## config.mk

```make
export PLATFORM = sky130hd
export DESIGN_NAME = mem_arbiter
export DESIGN_NICKNAME = d
export VERILOG_FILES = /design/src/rtl/mem_arbiter.sv
export SDC_FILE = /design/constraint.sdc
export NUM_CORES = 1
export LEC_CHECK = 0
export ABC_AREA = 1
export CORE_MARGIN = 10
export CORE_UTILIZATION = 45
export CTS_BUF_LIST = sky130_fd_sc_hd__clkbuf_8 sky130_fd_sc_hd__clkbuf_16
export DETAILED_ROUTE_END_ITERATION = 8
export GPL_ROUTABILITY_DRIVEN = 0
export PLACE_DENSITY = 0.86
export SLEW_MARGIN = 10
export SYNTH_ARGS = -nofsm -noshare
export SYNTH_HDL_FRONTEND = slang
export SYNTH_SLANG_ARGS = --single-unit
```

## constraint.sdc

```tcl
create_clock -name iClk -period 2.6 [get_ports iClk]
set_input_delay 0.52 -clock iClk [delete_from_list [all_inputs] [get_ports iClk]]
set_output_delay 0.52 -clock iClk [all_outputs]
set_load 0.03 [all_outputs]
```

## src/rtl/mem_arbiter.sv

```systemverilog
`default_nettype none
// ============================================================================
// Module      : mem_arbiter
// Description : Two-requester (instruction fetch F, data D) single-port memory
//               arbiter with round-robin tie-break, latched request fields,
//               registered memory-side strobes and a busy-cycle timeout abort.
// Revision    : 1.0 - initial release
// ============================================================================
module mem_arbiter #(
   parameter int TIMEOUT = 255
) (
   input  logic        iClk,
   input  logic        iRst,
   input  logic        iF_Req,
   input  logic        iD_Req,
   input  logic [31:0] iF_Addr,
   input  logic [31:0] iD_Addr,
   input  logic        iD_Write,
   input  logic [31:0] iD_Data,
   output logic        oF_Done,
   output logic        oD_Done,
   output logic [31:0] oF_Data,
   output logic [31:0] oD_Data,
   output logic        oErr,
   output logic [31:0] oMemAddr,
   output logic [31:0] oMemData,
   output logic        oMemRead,
   output logic        oMemWrite,
   input  logic [31:0] iMemData,
   input  logic        iMemRdy
);

   typedef enum logic [1:0] {
      IDLE   = 2'd0,
      BUSY_F = 2'd1,
      BUSY_D = 2'd2
   } state_t;

   // Last granted requester: 0 = F, 1 = D.
   localparam logic GNT_F = 1'b0;
   localparam logic GNT_D = 1'b1;

   // Counter value at which a still-unacknowledged access is abandoned.
   localparam logic [7:0] TO_LAST = 8'(TIMEOUT - 1);

   state_t      state;
   state_t      next_state;
   logic        last_gnt;
   logic [7:0]  busy_cnt;
   logic        lat_write;
   logic        grant_f;
   logic        grant_d;
   logic        finish_ok;
   logic        finish_to;

   // Next-state logic: arbitration in IDLE, completion/timeout in BUSY.
   always_comb begin
      next_state = state;
      grant_f    = 1'b0;
      grant_d    = 1'b0;
      finish_ok  = 1'b0;
      finish_to  = 1'b0;
      case (state)
         IDLE: begin
            if (iF_Req && iD_Req) begin
               // Tie: serve whoever did not get the previous grant.
               if (last_gnt == GNT_F) begin
                  grant_d = 1'b1;
               end else begin
                  grant_f = 1'b1;
               end
            end else if (iF_Req) begin
               grant_f = 1'b1;
            end else if (iD_Req) begin
               grant_d = 1'b1;
            end
            if (grant_f) begin
               next_state = BUSY_F;
            end else if (grant_d) begin
               next_state = BUSY_D;
            end
         end
         BUSY_F, BUSY_D: begin
            // Ready takes priority over a timeout landing in the same cycle.
            if (iMemRdy) begin
               finish_ok  = 1'b1;
               next_state = IDLE;
            end else if (busy_cnt == TO_LAST) begin
               finish_to  = 1'b1;
               next_state = IDLE;
            end
         end
         default: next_state = IDLE;
      endcase
   end

   // State register.
   always_ff @(posedge iClk) begin
      if (iRst) begin
         state <= IDLE;
      end else begin
         state <= next_state;
      end
   end

   // Datapath: request latching, memory strobes, completion pulses, read data.
   always_ff @(posedge iClk) begin
      if (iRst) begin
         last_gnt  <= GNT_F;
         busy_cnt  <= 8'd0;
         lat_write <= 1'b0;
         oMemAddr  <= 32'd0;
         oMemData  <= 32'd0;
         oMemRead  <= 1'b0;
         oMemWrite <= 1'b0;
         oF_Done   <= 1'b0;
         oD_Done   <= 1'b0;
         oErr      <= 1'b0;
         oF_Data   <= 32'd0;
         oD_Data   <= 32'd0;
      end else begin
         oF_Done <= 1'b0;
         oD_Done <= 1'b0;
         oErr    <= 1'b0;

         if (grant_f) begin
            last_gnt  <= GNT_F;
            busy_cnt  <= 8'd0;
            lat_write <= 1'b0;
            oMemAddr  <= iF_Addr;
            oMemRead  <= 1'b1;
            oMemWrite <= 1'b0;
         end else if (grant_d) begin
            last_gnt  <= GNT_D;
            busy_cnt  <= 8'd0;
            lat_write <= iD_Write;
            oMemAddr  <= iD_Addr;
            oMemData  <= iD_Data;
            oMemRead  <= ~iD_Write;
            oMemWrite <= iD_Write;
         end

         if (finish_ok || finish_to) begin
            oMemRead  <= 1'b0;
            oMemWrite <= 1'b0;
            oErr      <= finish_to;
            if (state == BUSY_F) begin
               oF_Done <= 1'b1;
               if (finish_ok) begin
                  oF_Data <= iMemData;
               end
            end else begin
               oD_Done <= 1'b1;
               if (finish_ok && !lat_write) begin
                  oD_Data <= iMemData;
               end
            end
         end else if (state != IDLE) begin
            busy_cnt <= busy_cnt + 8'd1;
         end
      end
   end

endmodule
`default_nettype wire

```

# After elaboration in Yosys (flattened, before gate mapping)
# Index checks and enable logic that the tools add are counted.
op_classes:
  add_sub_neg: 1
  n_mul: 0
  div_mod_pow: 0
  n_lt_le_gt_ge: 0
  n_eq_ne: 5
  shifts: 0
  muxes: 31
  bitwise_logic: 4
  reduce_logical: 16
op_table:
  columns: ["operator", "count"]
  rows:
  - ["32-bit 2-to-1 mux", 2]
  - ["8-bit 2-to-1 mux", 4]
  - ["1-bit 2-to-1 mux", 20]
  - ["8-bit by 1-bit adder with 8-bit output (second input constant)", 1]
  - ["8-bit == test (second input constant)", 1]
  - ["2-bit 2-to-1 mux", 4]
  - ["2-bit OR reduction", 4]
  - ["3-bit inequality test (second input constant)", 2]
  - ["3-bit AND reduction", 2]
  - ["1-bit inverter", 4]
  - ["2-bit case mux with 2 select lines", 1]
  - ["2-bit AND reduction", 2]
  - ["2-bit nonzero test", 2]
  - ["3-bit OR reduction", 1]
  - ["2-bit by 1-bit == test with 1-bit output (second input constant)", 1]
  - ["2-bit == test (second input constant)", 1]
  - ["1-bit logical AND", 2]
  - ["2-bit logical NOT", 1]
  - ["1-bit logical NOT", 1]
  - ["1-bit logical OR", 1]
word_totals:
  ff_bits: 145
  latchBits: 0
  ramBits: 0
  romBits: 0
  input_bits: 134
  output_inout_bits: 133
  memories: 0

# Logic depth before layout (Yosys ltp)
# Gate-level depths: netlist of the first run.
depth:
  ltp_word: 9
  mapped_depth: 11

# Least setup slack after synthesis of the first run
# OpenSTA, ideal clock, no wires.
synth_path:
  path_kind: "flip-flop to flip-flop"
  start: "register state[0]"
  end: "register oD_Data[0]"
  setup_ps: 116
  t_arrival_ps: 1383
  t_required_ps: 2484
  setup_slack_ps: 1101
  path_stages_with_launch: 10
  path_buffers: 1
  period_less_slack_ps: 1499
  cell_sequence: "dfxtp_1 -> inv_1 -> ha_1 -> nand2_1 -> inv_2 -> nand2_1 -> inv_1 -> buf_4 -> nor2_1 -> nor2_1"
synth_between:
  elab_chain_cells: 5
synth_lines:
  columns: ["item", "line", "source"]
  rows:
  - ["from (decl)", "46", "state_t state;"]
  - ["from (signal assigned)", "102", "state <= next_state;"]
  - ["2-bit by 1-bit == test with 1-bit output / 2-bit == test (equally long branches)", "63, 147", null]
  - ["2-bit OR reduction", "63", "case (state)"]
  - ["1-bit 2-to-1 mux", "63", null]
  - ["1-bit logical OR / 1-bit logical AND (equally long branches)", "143, 154", null]
  - ["3-bit AND reduction (no source line) *", null, null]
  - ["to (signal assigned)", "155", "oD_Data <= iMemData;"]
  - ["to (decl)", "23", "output logic [31:0] oD_Data,"]
# Every way passes the cells marked *; elsewhere a longest branch is shown, timed or not.
# A chain may end at the register's enable or synchronous reset.

# Worst setup path in the final report of the first run
layout_path:
  start: "register oD_Data[12]"
  end: "output oD_Data[12]"
# No word-level cell between the ends.

==> results of run 1 <==
-- power groups by stage --
stage / Sequential, mW / Combinational [mW] / Clock [mW]
after floorplan: 2.96 / 0.558 / 0
after global placement: 2.57 / 1.66 / 0
after detailed placement: 2.58 / 1.68 / 0
after CTS: 2.53 / 1.69 / 2.50
after global routing: 2.56 / 1.81 / 2.60
final: 2.53 / 1.67 / 2.47
-- worst max path at each step --
stage / endpoint / cells after the start
floorplan: oD_Data[0] / 9
global placement: oD_Data[13] / 8
detailed placement: oD_Data[4] / 8
CTS: oD_Data[12] / 1
global route: oD_Data[1] / 9
finish: oD_Data[12] / 1
-- layout make-up --
cell class | instances | share of cell area
timing repair buffer | 280 | 0.302
clock buffer | 20 | 0.0504
tap | 172 | 0.0233
inverter | 86 | 0.0354
sequential | 145 | 0.314
clock inverter | 12 | 0.0151
multi-input combinational | 525 | 0.260
-- placed cells by master, fill, tap and decap left out, types with 2 or more instances in the layout --
master             n
nor2_8             2
nand3_2            2
o21ai_1           61
dfxtp_1          145
clkinv_2           4
o21ai_0           74
clkinvlp_4         3
clkbuf_16         17
clkbuf_8           3
inv_1             82
nor2_1           142
nand2_1          112
inv_4              2
inv_2              4
nand4_1            4
clkdlybuf4s50_1  266
buf_4             12
buf_12             2
nand2_2            4
bufinv_16          3
nand3_1           76
ha_1               4
a21oi_1           39
-- routing by layer --
layer	track usage	share of wire	wire, um
met2	0.358	0.49	9540
met1	0.218	0.39	7470
met4	0.0998	0.037	717
met5	0	0	0
met3	0.0753	0.083	1610
-- cell families after synthesis --
| kind of cell | count (synthesis) | synth area share |
|---|---|---|
| AO/OA/AOI/OAI | 174 | 0.147 |
| adder cells (fa/ha/maj) | 4 | 0.00847 |
| buffers and inverters | 137 | 0.101 |
| flip-flops | 145 | 0.491 |
| AND/OR/NAND/NOR | 347 | 0.252 |
-- registers in the layout (all words and copies together), names as in the netlist, 2 cells and up --
register	count
oD_Data	32
oF_Data	32
oMemAddr	32
oMemData	32
busy_cnt	8
state	2
==> metrics.csv, run 1 <==
metric,value,unit
yosysTopAreaCell,dfxtp_1,
r2r_slack,690,ps
drive_gt1_frac,0.0581,
utilization,0.727,
synth_edf_count,0,
grt_antenna_before_repair,0,
netlist_area,0.00591,sq mm
placed_cell_area,0.00865,sq mm
h-tree-depth,4,
cp_top_family,buffers and inverters,
r2r_start,state[0],
cts_setup_buffers,0,
finalSetupTns,0,ps
grt_setup_unrepaired,false,
max_freq,504,MHz
clock_skew,7.14,ps
whs_path_depth,2,
cts-root-buf,clkbuf_16,
path_class,flop to output port,
startpoint,oD_Data[12],
viasPerCell,4.94,
p_switching,1.97,mW
nets,1193,
synth_cells,807,
synth_top_area_frac,0.491,
cp_slowest_cell,clkdlybuf4s50_1,
numPortBuffers,266,
ctsHoldBuffers,0,
cts_max_path_buffers,2,
ys.flop_type,dfxtp_1,
p_sw_frac,0.296,
dp_hpwl,14300,um
tightest_slew,577,ps
maxCapViolCount,0,
fin_total_pwr,6.67,mW
p_seq_frac,0.380,
worst_slack,617,ps
critical_path_arrival,1460,ps
max_stage_delay,710,ps
final_area,0.00925,sq mm
insertion_delay,410,ps
synthTopCellsByCount,"145 x dfxtp_1, 142 x nor2_1, 112 x nand2_1",
initial_core_util,0.465,
holdCritPathClass,flop to flop,
diodes,0,
synth.area.top_cells,"dfxtp_1 49%, nor2_1 9.0%, nand2_1 7.1%",
cts_buffers,17,
seq_area_frac_synth,0.491,
critPathMaxFanout,2,
core_region_area,0.0127,sq mm
ir_worst_vdd,0.000425,V
die_area,0.0181,sq mm
crit_required,2080,ps
rr_worst_depth,8,
grt_pass1_vias,6004,
cts_resized,0,
power_frac_clock,0.370,
route.detailed.drc,0,
fillers,1013,
wl_per_cell,15.6,um
die_y,135,um
synth_async_sr_flop_share,0,
place_ws,380,ps
synth.avg_cell_area,7.32,sq um
clk_pin_slew,50,ps
end_kind,output port,
multiInputGateArea,0.00241,sq mm
slew_headroom,0.615,
cts_tree,built,
status,"complete, no violations",
track_usage,0.207,
post-place-cells,1208,
power_leakage,3.77,nW
layout.cells.non_filler,1240,
synth-seq-cells,145,
drv_slew,0,
combPwrFrac,0.250,
period_share,0.763,
routed_wl,19300,um
ys_warn_count,0,
worstHoldEndpoint,oF_Data[11],
cp-start-kind,flop,
path_cells,clkdlybuf4s50_1,
ys_types,26,
pin_count,267,
fp-row-count,41,
p_per_area,721,mW/mm^2
regArea,0.00290,sq mm
intPower,4.70,mW
worstReg2RegEnd,oF_Data[18],
hold_ws,457,ps
clock_sinks,145,
grt_pass1_wl,30400,um
hold_start,oF_Data[11],
fp.dieW,135,um
num_vias,6126,
gr-total-overflow,0,
grt_max_degree,50,
critical_path_buf_inv_count,1,
syn_nets,945,
drt_iter0_drc,288,
setup_viol,0,
syn_to_final_growth,56.6,%
antenna_left,0,
hold_viol_final,0,
drtPass1Iterations,4,
period_needed,1980,ps
yosysMostFrequentCell,dfxtp_1,
(Power assumes the default switching activity.)
==> inputs of run 2 (changes only) <==
CORE_UTILIZATION = 38   (was 45)
PLACE_DENSITY = 0.77   (was 0.86)
clock period = 1.6 ns   (was 2.6 ns; I/O delays follow)
==> run 2 against run 1 <==
Effect of this change:
- cell count rose by 3.5%
- global-route usage decreased by 2.6 points
- core utilization shrank 10 points
- total power grew 60%
- non-clock buffer count is 28 higher
- clock-buffer cell count fell by 1
- sequential power rose by 62%
- register-to-register slack got worse by 570 ps
- first-iteration DRC count shrank 2.8%
- via count is 0.29% lower
- highest routed layer is now met5
==> metrics.csv, run 2 (same netlist as run 1, synthesis figures left out) <==
metric,value,unit
status,"complete, no violations",
drtPass1Iterations,4,
die_y,145,um
cts_max_path_buffers,2,
final_area,0.00947,sq mm
fp.dieW,145,um
grt_pass1_wl,29900,um
setup_viol,0,
h-tree-depth,4,
cts-root-buf,clkbuf_16,
tightest_slew,452,ps
hold_start,iRst,
cp_slowest_cell,dlygate4sd2_1,
grt_pass1_vias,5920,
r2r_slack,120,ps
track_usage,0.181,
syn_to_final_growth,60.2,%
grt_max_degree,46,
rr_worst_depth,9,
maxCapViolCount,0,
num_vias,6108,
whs_path_depth,4,
drv_slew,0,
gr-total-overflow,0,
r2r_start,state[1],
core_region_area,0.0152,sq mm
holdCritPathClass,input pin to flop,
drive_gt1_frac,0.0885,
p_per_area,1130,mW/mm^2
crit_required,1280,ps
crit_end,oMemAddr[31],
slew_headroom,0.699,
multiInputGateArea,0.00244,sq mm
end_kind,output port,
cts_setup_buffers,0,
hold_ws,308,ps
fillers,1412,
clock_skew,7.93,ps
dp_hpwl,14600,um
ir_worst_vdd,0.000739,V
hold_viol_final,0,
die_area,0.0209,sq mm
antenna_left,0,
regArea,0.00290,sq mm
max_stage_delay,430,ps
initial_core_util,0.389,
critPathMaxFanout,2,
critical_path_arrival,1210,ps
pin_count,267,
most-common-layout-cells,"144 x dfxtp_1, 140 x nor2_1, 133 x dlygate4sd2_1",
fp-row-count,45,
placed_cell_area,0.00897,sq mm
max_freq,655,MHz
cts_tree,built,
fin_total_pwr,10.7,mW
diodes,0,
grt_antenna_before_repair,1,
clk_pin_slew,60,ps
routed_wl,19700,um
nets,1221,
clock_sinks,145,
period_needed,1530,ps
insertion_delay,420,ps
worstSetupPathDepth,1,
period_share,0.954,
grt_setup_unrepaired,false,
viasPerCell,4.76,
cts_buffers,17,
route.detailed.drc,0,
cp_top_family,buffers and inverters,
final_common_cell,dfxtp_1,
worstReg2RegEnd,oF_Data[9],
drt_iter0_drc,280,
numPortBuffers,266,
critical_path_buf_inv_count,1,
cp-start-kind,flop,
wl_per_cell,15.3,um
path_class,flop to output port,
startpoint,oMemAddr[31],
path_cells,dlygate4sd2_1,
power_leakage,4.51,nW
finalSetupTns,0,ps
run 2: cell count changes in the layout (fill, tap and decap cells not counted), moves of 9 or more:
| cell | before | now |
|---|---|---|
| buf_4 | 12 | 28 |
| buf_12 | 2 | 11 |
| clkdlybuf4s50_1 | 266 | 132 |
| dlygate4sd2_1 | 0 | 133 |
run 2: worst min path at each step:
stage,end,slack (ps)
floorplan,state[1],440
global placement,oF_Data[29],450
detailed placement,oF_Data[11],450
CTS,oMemAddr[31],310
global route,oMemAddr[31],340
finish,oMemAddr[31],310
run 2: layout make-up:
| cell class | instances | share of cell area |
|---|---|---|
| clock buffer | 19 | 0.0478 |
| multi-input combinational | 525 | 0.258 |
| tap | 188 | 0.0248 |
| sequential | 145 | 0.307 |
| timing repair buffer | 308 | 0.315 |
| inverter | 86 | 0.0349 |
| clock inverter | 13 | 0.0127 |
run 2: layer usage:
metal | part of all wire | track usage | vias up
met3 | 0.095 | 0.0812 | 32
li1 | - | - | 3128
met2 | 0.48 | 0.304 | 206
met5 | 0.00066 | 0 | -
met1 | 0.40 | 0.197 | 2740
met4 | 0.024 | 0.0686 | 2
run 2: power breakdown:
| part | internal, mW | leakage, nW | switching [mW] | total [mW] |
|---|---|---|---|---|
| Clock | 2.35 | 0.287 | 1.50 | 3.85 |
| Combinational | 1.09 | 3.03 | 1.63 | 2.72 |
| Sequential | 3.95 | 1.19 | 0.158 | 4.11 |
run 2: stage by stage:
step	instances	worst slack [ps]	util
2_1_floorplan	807	101	-
3_3_place_gp	1250	-67.7	0.590
6_report	1284	73.5	0.623
3_5_place_dp	1250	-117	0.590
4_1_cts	1282	2.67	0.617
5_1_grt	1284	1.06	0.623
run 2: what timing repair did:
action / CTS / global route
endpoints found under the setup margin: 134 / 135
hold buffers: 0 / 0
gates resized for setup: 134 / 11
cloned: 0 / 2
==> inputs of run 3 (changes only) <==
ABC_AREA = unset   (was 1)
CAP_MARGIN = 20   (was unset)
CORE_ASPECT_RATIO = 0.9   (was unset)
CORE_UTILIZATION = 36   (was 38)
PLACE_DENSITY = 0.76   (was 0.77)
==> run 3 against run 2 <==
Effect of this change:
- core utilization is essentially flat
- critical path type is now flop to flop
- register-to-register slack lost 120 ps
- largest power group is now clock
- total power grew 1.4%
- sequential power shrank 2%
- via count shrank 7.9%
- global-route usage grew 0.20 points
- design area shrank 3.2%
- clock power grew 15%
- sequential share of layout area grew 1.0 points
- wire length is essentially flat
==> metrics.csv, run 3 <==
metric,value,unit
status,"complete, no violations",
fin_total_pwr,10.8,mW
critical_path_arrival,1950,ps
clock_skew,6.72,ps
viasPerCell,4.89,
h-tree-depth,4,
r2r_slack,2,ps
holdCritPathClass,input pin to flop,
cts_tree,built,
drtPass1Iterations,4,
num_vias,5625,
synth_edf_count,0,
wl_per_cell,17.1,um
initial_core_util,0.368,
fillers,1310,
clock_sinks,145,
p_per_area,1180,mW/mm^2
drt_iter0_drc,217,
cts_max_path_buffers,2,
fp.dieW,149,um
period_share,0.999,
pin_count,267,
grt_max_degree,62,
synthAdderAreaFrac,0.00923,
ys_warn_count,0,
syn_to_final_growth,69.1,%
crit_required,1950,ps
die_area,0.0204,sq mm
layout.cells.non_filler,1150,
end_kind,flop,
grt_pass1_vias,5453,
critPathMaxFanout,8,
max_freq,626,MHz
synth_cells,664,
hold_ws,282,ps
synth.area.top_cells,"dfxtp_1 54%, nand2_1 19%, a21oi_1 9.1%",
seq_area_frac_synth,0.536,
utilization,0.623,
period_needed,1600,ps
cts_buffers,17,
grt_pass1_wl,29500,um
path_cells,inv_2 -> ha_4 -> nand2_4 -> buf_6 -> nor3_4 -> buf_6 -> clkbuf_16 -> nand2_1 -> a21oi_2,
yosys.area_share.simple,0.231,
ir_worst_vdd,0.000779,V
hold_viol_final,0,
grt_antenna_before_repair,0,
gr-total-overflow,0,
ys_types,40,
netlist_area,0.00542,sq mm
track_usage,0.183,
synth_async_sr_flop_share,0,
antenna_left,0,
synth_xor_area_frac,0,
synthTopCellsByCount,"273 x nand2_1, 145 x dfxtp_1, 99 x a21oi_1",
syn_nets,802,
power_leakage,4.10,nW
synth_top_family_by_area,simple AND/OR/NAND/NOR gates,
maxCapViolCount,0,
critical_path_buf_inv_count,4,
grt_setup_unrepaired,true,
drive_gt1_frac,0.117,
routed_wl,19700,um
yosysTopAreaCell,dfxtp_1,
final_common_cell,nand2_1,
clk_pin_slew,60,ps
most-common-layout-cells,"268 x nand2_1, 142 x dfxtp_1, 133 x dlygate4sd2_1",
synth.avg_cell_area,8.16,sq um
cpMostUsedCell,buf_6,
setup_viol,0,
synth_mux_area_frac,0.0129,
path_class,flop to flop,
route.detailed.drc,0,
ys.flop_type,dfxtp_1,
post-place-cells,1109,
fp-row-count,42,
yosysMostFrequentCell,nand2_1,
cp_slowest_cell,dfxtp_2,
dp_hpwl,14300,um
synth_top_area_frac,0.536,
numPortBuffers,266,
core_region_area,0.0147,sq mm
cp-start-kind,flop,
nets,1076,
cp_top_family,buffers and inverters,
die_y,136,um
insertion_delay,430,ps
synth_compound_area_frac,0.165,
cts-root-buf,clkbuf_16,
tightest_slew,384,ps
drv_slew,0,
slew_headroom,0.745,
max_stage_delay,330,ps
synth-seq-cells,145,
==> run 3: changes by cell type after synthesis, moves of 19 or more <==
cell and change:
nor2_1 -138, buf_2 +19, o21ai_0 -72, o21ai_1 -60
inv_1 -75, a21oi_1 +60, nand3_1 -72, nand2_1 +161
o221ai_1 +32
==> run 3: where the power goes <==
group	internal, mW	switching (mW)
registers	3.89	0.132
clock network	2.79	1.63
logic	0.987	1.38
==> run 3: cells by family (layout without fill, tap and decap cells) <==
family / Yosys count / in the layout
buf+inv: 55 / 342
flops: 145 / 145
other cells: 0 / 1
mux: 7 / 7
compound gates: 144 / 144
fa+ha+maj: 4 / 4
simple gates: 309 / 309
==> run 3: final timing paths <==
path | cells after the start | endpoint | start
worst max-delay path | 9 | oD_Data[25] | state[1]
worst min-delay path | 3 | oMemRead | iRst
worst max register to register | 9 | oD_Data[25] | state[1]
worst min register to register | 2 | oMemAddr[18] | oMemAddr[18]
==> run 3: repair_timing <==
action / CTS / global route
hold buffers: 0 / 0
gates resized for setup: 139 / 28
pin swaps: 1 / 11
cloned: 0 / 3
setup endpoints to repair: 171 / 39
setup buffers: 1 / 4
==> run 3: final cells by class <==
| class | instances | area (sq um) | area share |
|---|---|---|---|
| Antenna cell | 1 | 2.50 | 0.000273 |
| Tap cell | 198 | 248 | 0.0270 |
| Clock buffer | 17 | 425 | 0.0464 |
| Timing Repair Buffer | 304 | 2960 | 0.323 |
| Inverter | 6 | 22.5 | 0.00246 |
| Multi-Input combinational cell | 464 | 2370 | 0.259 |
| Sequential cell | 145 | 2910 | 0.317 |
| Clock inverter | 15 | 230 | 0.0251 |
==> run 3: worst register-to-register path, stage by stage (launching register included) <==
cell	delay [ps]
dfxtp_2	330
inv_2	50
ha_4	300
nand2_4	60
buf_6	120
nor3_4	190
buf_6	150
clkbuf_16	150
nand2_1	70
a21oi_2	120
==> run 3: metrics by stage <==
step                      instance area (sq um)  TNS (ps)  setup WS [ps]
after CTS                                  8980         0           13.4
final                                      9170         0           1.68
after global placement                     8470    -13700           -176
after detailed placement                   8470    -15480           -211
after global routing                       9170     -1530          -92.7
after floorplan                            5430         0           23.7
==> run 3: per-layer routing <==
metal,vias to the layer above,global-route usage,share of wire,wire length [um]
li1,2788,-,-,-
met1,2565,0.207,0.41,8100
met5,-,0,0,0
met4,0,0.0561,0.010,198
met3,18,0.0980,0.13,2470
met2,254,0.291,0.45,8940
